**src/rtl/ram_req_ctrl.sv**
```systemverilog
// ram_req_ctrl: queues RAM read/write requests in a small FIFO and
// issues them in order to a single-port RAM, returning read data.
// Ports:
//   clk, reset              clock, async active-high reset
//   req_valid/ready/wr/addr/wdata   request handshake and payload
//   rsp_valid/ready/rdata/addr      read response handshake and payload
//   ram_write_enb, ram_read_enb, ram_address, ram_data_in  RAM drive
//   ram_data_out            RAM read data, valid the cycle after read_enb
//   busy                    FIFO non-empty or sequencer active
module ram_req_ctrl #(
  parameter int DATA_WIDTH = 8,
  parameter int ADDR_WIDTH = 4,
  parameter int FIFO_DEPTH = 4
) (
  input  logic                  clk,
  input  logic                  reset,
  input  logic                  req_valid,
  output logic                  req_ready,
  input  logic                  req_wr,
  input  logic [ADDR_WIDTH-1:0] req_addr,
  input  logic [DATA_WIDTH-1:0] req_wdata,
  output logic                  rsp_valid,
  input  logic                  rsp_ready,
  output logic [DATA_WIDTH-1:0] rsp_rdata,
  output logic [ADDR_WIDTH-1:0] rsp_addr,
  output logic                  ram_write_enb,
  output logic                  ram_read_enb,
  output logic [ADDR_WIDTH-1:0] ram_address,
  output logic [DATA_WIDTH-1:0] ram_data_in,
  input  logic [DATA_WIDTH-1:0] ram_data_out,
  output logic                  busy
);

  localparam int PTR_W = $clog2(FIFO_DEPTH);
  localparam int CNT_W = PTR_W + 1;
  localparam logic [CNT_W-1:0] DEPTH_C = CNT_W'(FIFO_DEPTH);

  typedef struct packed {
    logic                  wr;
    logic [ADDR_WIDTH-1:0] addr;
    logic [DATA_WIDTH-1:0] data;
  } req_t;

  typedef enum logic [2:0] {
    IDLE,
    ISSUE_WR,
    ISSUE_RD,
    WAIT_RD,
    RESP
  } state_t;

  req_t             mem_q [FIFO_DEPTH];
  logic [PTR_W-1:0] wr_ptr_q, wr_ptr_d;
  logic [PTR_W-1:0] rd_ptr_q, rd_ptr_d;
  logic [CNT_W-1:0] count_q, count_d;
  logic             full, empty, push, pop;
  req_t             head;

  state_t                state_q, state_d;
  logic                  wr_en_q, wr_en_d;
  logic                  rd_en_q, rd_en_d;
  logic [ADDR_WIDTH-1:0] addr_q, addr_d;
  logic [DATA_WIDTH-1:0] wdata_q, wdata_d;
  logic [DATA_WIDTH-1:0] rdata_q, rdata_d;
  logic [ADDR_WIDTH-1:0] rsp_addr_q, rsp_addr_d;

  assign full      = (count_q == DEPTH_C);
  assign empty     = (count_q == '0);
  assign req_ready = !full;
  assign push      = req_valid && !full;
  assign head      = mem_q[rd_ptr_q];

  always_comb begin
    wr_ptr_d = wr_ptr_q;
    rd_ptr_d = rd_ptr_q;
    count_d  = count_q;
    if (push) wr_ptr_d = wr_ptr_q + PTR_W'(1);
    if (pop)  rd_ptr_d = rd_ptr_q + PTR_W'(1);
    unique case ({push, pop})
      2'b10:   count_d = count_q + CNT_W'(1);
      2'b01:   count_d = count_q - CNT_W'(1);
      default: count_d = count_q;
    endcase
  end

  // Strobes are decided one state early so they leave a flop
  always_comb begin
    state_d    = state_q;
    pop        = 1'b0;
    wr_en_d    = 1'b0;
    rd_en_d    = 1'b0;
    addr_d     = addr_q;
    wdata_d    = wdata_q;
    rdata_d    = rdata_q;
    rsp_addr_d = rsp_addr_q;
    unique case (state_q)
      IDLE: begin
        if (!empty) begin
          pop    = 1'b1;
          addr_d = head.addr;
          if (head.wr) begin
            wdata_d = head.data;
            wr_en_d = 1'b1;
            state_d = ISSUE_WR;
          end else begin
            rd_en_d = 1'b1;
            state_d = ISSUE_RD;
          end
        end
      end
      ISSUE_WR: state_d = IDLE;
      ISSUE_RD: state_d = WAIT_RD;
      WAIT_RD: begin
        rdata_d    = ram_data_out;
        rsp_addr_d = addr_q;
        state_d    = RESP;
      end
      RESP: begin
        if (rsp_ready) state_d = IDLE;
      end
      default: state_d = IDLE;
    endcase
  end

  // Payload storage needs no reset: count_q alone decides validity
  always_ff @(posedge clk) begin
    if (push) mem_q[wr_ptr_q] <= {req_wr, req_addr, req_wdata};
  end

  always_ff @(posedge clk or posedge reset) begin
    if (reset) begin
      wr_ptr_q   <= '0;
      rd_ptr_q   <= '0;
      count_q    <= '0;
      state_q    <= IDLE;
      wr_en_q    <= 1'b0;
      rd_en_q    <= 1'b0;
      addr_q     <= '0;
      wdata_q    <= '0;
      rdata_q    <= '0;
      rsp_addr_q <= '0;
    end else begin
      wr_ptr_q   <= wr_ptr_d;
      rd_ptr_q   <= rd_ptr_d;
      count_q    <= count_d;
      state_q    <= state_d;
      wr_en_q    <= wr_en_d;
      rd_en_q    <= rd_en_d;
      addr_q     <= addr_d;
      wdata_q    <= wdata_d;
      rdata_q    <= rdata_d;
      rsp_addr_q <= rsp_addr_d;
    end
  end

  assign ram_write_enb = wr_en_q;
  assign ram_read_enb  = rd_en_q;
  assign ram_address   = addr_q;
  assign ram_data_in   = wdata_q;
  assign rsp_valid     = (state_q == RESP);
  assign rsp_rdata     = rdata_q;
  assign rsp_addr      = rsp_addr_q;
  assign busy          = !empty || (state_q != IDLE);

endmodule

```
**config.mk**
```make
export PLATFORM = sky130hd
export DESIGN_NAME = ram_req_ctrl
export DESIGN_NICKNAME = d
export VERILOG_FILES = /design/src/rtl/ram_req_ctrl.sv
export SDC_FILE = /design/constraint.sdc
export NUM_CORES = 1
export LEC_CHECK = 0
export ABC_AREA = 0
export BUFFER_PORTS_ARGS = -buffer_cell sky130_fd_sc_hd__buf_2
export CORE_MARGIN = 2
export CORE_UTILIZATION = 55
export DETAILED_ROUTE_END_ITERATION = 7
export GPL_ROUTABILITY_DRIVEN = 0
export HOLD_SLACK_MARGIN = 0.08
export PLACE_DENSITY = 0.76
export SYNTH_ARGS = -nofsm -noshare
export SYNTH_HDL_FRONTEND = slang
export SYNTH_SLANG_ARGS = --single-unit
```
**constraint.sdc**
```tcl
create_clock -name clk -period 6.57 [get_ports clk]
set_input_delay 0.657 -clock clk [delete_from_list [all_inputs] [get_ports clk]]
set_output_delay 0.657 -clock clk [all_outputs]
set_load 0.01 [all_outputs]
```
==> flow_metrics.py <==
metrics = {
    "final_layout": {
        "area_growth_syn_to_layout_pct": 15.3,
        "finalNetCount": 267,
        "layout_common_cells": "53 x buf_2, 52 x edfxtp_1, 36 x dfrtp_1, 24 x mux2_2, 11 x clkbuf_8",
        "n_antenna_cell": 0,
        "final_common_cell": "buf_2",
        "drive_gt1_share_pct": 42.3,
    },
    "floorplan": {
        "die_y_um": 82.9,
        "dieArea_um2": 6870,
        "rows": 28,
        "pin_count": 54,
        "fp.dieW_um": 82.9,
        "start_util_pct": 57.5,
        "coreArea_um2": 5960,
    },
    "power": {
        "p_sw_share_pct": 30.7,
        "pwr-share-seq_pct": 48.3,
        "combPwrFrac_pct": 31.9,
        "p_per_area_nw_per_um2": 471,
        "power.net_switching_mw": 0.571,
        "intPower_mw": 1.29,
        "clkPwrFrac_pct": 19.8,
        "ir_drop_mv": 0.336,
        "power.leakage_nw": 1.62,
    },
    "synth": {
        "yosys.area_share.simple_pct": 3.98,
        "synth_seq_cells": 88,
        "muxShareOfSynthArea_pct": 17.7,
        "syn_nets": 208,
        "synthAdderAreaFrac_pct": 2.41,
        "synth_cell_types": 30,
        "synth_top_family_by_area": "multiplexers",
        "syn_area_per_cell_um2": 19.3,
        "postSynthCellCount": 177,
        "synth_xor_area_share_pct": 1.54,
        "ys_seq_area_share_pct": 71.9,
        "yosysWarnings": 0,
        "syn_area_um2": 3420,
        "synth_compound_area_share_pct": 0.365,
    },
    "route": {
        "drc": 0,
        "drt-initial-drc-count": 42,
        "wl_met2_um": 2640,
        "vias": 1675,
        "first_pass_iters": 4,
        "wl_met3_um": 295,
        "top_layer": "met4",
        "ant_nets": 0,
        "wl_met1_um": 2240,
        "wl_per_cell_um": 16.6,
        "vias_per_cell": 5.30,
        "routed_wl_um": 5260,
    },
    "placement": {
        "numPortBuffers": 53,
        "dp_hpwl_um": 3480,
    },
    "timing": {
        "whs_ns": 0.404,
        "final_hold_viol_count": 0,
        "setup_tns_ns": 0,
        "period_share_pct": 33.8,
        "setup_viol": 0,
        "rsz0062_at_grt": "false",
        "fmax_ghz": 0.450,
        "fin_crit_ns": 2.22,
        "maxSlewViolCount": 0,
        "worstMarginPinSlew_ns": 0.824,
        "slew_headroom_pct": 45.0,
        "fin_skew_ns": 0.0104,
    },
    "global_route": {
        "grt_antenna_before_repair": 0,
        "grt_max_degree": 37,
        "grt_first_pass_wirelength_um": 8760,
        "overflow": 0,
        "track_usage_pct": 16.9,
        "grt_pass1_vias": 1745,
    },
    "worst_setup_path": {
        "r2r-end": "count_q[2]",
        "cpPeakStageDelay_ns": 0.43,
        "path_max_fanout": 7,
        "setup.worst_path.start_class": "register",
        "worstRegToRegCells": 9,
        "crit_path_cell_trace": "nor3_2 > nand2_2 > inv_1 > ha_1 > inv_1 > fa_1 > xor2_1 > nor2_1 > xor2_1",
        "arrival_ns": 2.50,
        "critPathRequiredTime_ns": 6.84,
        "end_kind": "register",
        "r2r-start": "state_q[0]",
        "reg2reg_slack_ns": 4.35,
        "path_class": "reg2reg",
        "cp_slowest_cell": "dfrtp_1",
    },
    "clocking": {
        "clk_pin_slew_worst_paths_ns": 0.08,
        "cts_buffers": 9,
        "cts_root_buffer": "clkbuf_8",
        "h-tree-depth": 3,
        "clock_sinks": 88,
        "cts_tree": "built",
        "cts.repair.resized": 0,
        "cts_hold_buf": 0,
        "post_cts_buffers": 0,
        "cts_buffer_depth": 2,
        "clock_latency_ns": 0.34,
    },
    "min_path": {
        "worst_hold_path_type": "in2async",
    },
    "run_status": {
        "outcome": "complete, no violations",
    },
    "job": {
        "drv_cap": 0,
    },
}
==> critical path, delay by kind of cell (launching register included) <==
| family | cells | cell delay, ns |
|---|---|---|
| simple gates | 3 | 0.73 |
| fa+ha+maj | 2 | 0.54 |
| flops | 1 | 0.43 |
| xor+xnor | 2 | 0.30 |
| buf+inv | 2 | 0.17 |
==> sequential cells by signal, indices dropped and copies added, names as in the netlist, 3 cells and up <==
signal	flops
ram_data_in	8
ram_address	4
state_q	3
count_q	3
rsp_rdata	8
mem_q	52
rsp_addr	4
==> layer usage <==
| metal | up-vias | global-route usage [%] |
|---|---|---|
| li1 | 789 | - |
| met1 | 821 | 21.2 |
| met2 | 58 | 27.8 |
| met3 | 7 | 4.27 |
| met4 | 0 | 8.05 |
| met5 | - | 0 |
==> metrics by stage <==
stage	setup slack [ns]	area [µm²]	util (%)	std cells	power (mW)
floorplan	4.39	3420	-	177	1.34
global placement	4.38	3750	63.0	300	1.49
detailed placement	4.32	3750	63.0	300	1.52
CTS	4.32	3950	66.3	316	1.89
global route	4.13	3950	66.3	316	1.98
finish	4.35	3950	66.3	316	1.86
==> power groups by stage <==
stage | Clock, mW | Sequential [mW] | Combinational (mW)
2_1_floorplan | 0 | 0.896 | 0.441
3_3_place_gp | 0 | 0.907 | 0.586
3_5_place_dp | 0 | 0.912 | 0.607
4_1_cts | 0.376 | 0.902 | 0.608
5_1_grt | 0.399 | 0.925 | 0.660
6_report | 0.369 | 0.898 | 0.594
==> worst max-delay path by stage <==
stage                     startpoint    endpoint  slack, ns  cells after the start
final                     state_q[0]  count_q[2]       4.35                      9
after global routing      state_q[0]  count_q[2]       4.13                      9
after CTS                 state_q[0]  count_q[2]       4.32                      9
after detailed placement  count_q[0]  count_q[2]       4.32                      8
after global placement    state_q[0]  count_q[2]       4.38                      9
after floorplan           count_q[0]  count_q[2]       4.39                      9
==> final cells by class <==
cell class              instances  area [µm²]
clock inverters                 4        42.5
well taps                      75        93.8
flip-flops and latches         88        2460
fillers                       417        2010
clock buffers                  12         155
inverters                       8        30.0
multi-input cells              75         891
repair buffers                 54         273
==> synthesized netlist by cell type <==
library cell,instances,share of area [%]
clkbuf_1,2,0.22
buf_2,2,0.29
nand3b_1,1,0.22
mux2_2,24,7.9
nand2b_1,1,0.18
or3_1,1,0.18
o21a_1,1,0.22
or3b_2,1,0.26
nand3_1,1,0.15
mux4_2,7,4.6
edfxtp_1,52,46
mux2i_1,1,0.29
inv_1,8,0.88
and3_1,4,0.73
nand2_1,3,0.33
xnor2_1,4,1.0
nand2_2,1,0.18
xor2_1,2,0.51
mux4_1,6,4.6
nand3_4,1,0.51
fa_1,1,0.58
nor3_1,2,0.29
buf_6,2,0.66
dfrtp_1,36,26
mux2_1,1,0.33
nor3_2,1,0.29
nor3b_1,1,0.22
ha_1,5,1.8
nor2_1,4,0.44
a21oi_1,1,0.15
==> cells by family after synthesis <==
| kind of cell | Yosys count |
|---|---|
| flip-flops | 88 |
| multiplexers | 39 |
| AND/OR/NAND/NOR | 22 |
| buffers and inverters | 14 |
| XOR/XNOR | 6 |
| adder cells (fa/ha/maj) | 6 |
| AO/OA/AOI/OAI | 2 |
(Power assumes the default switching activity.)
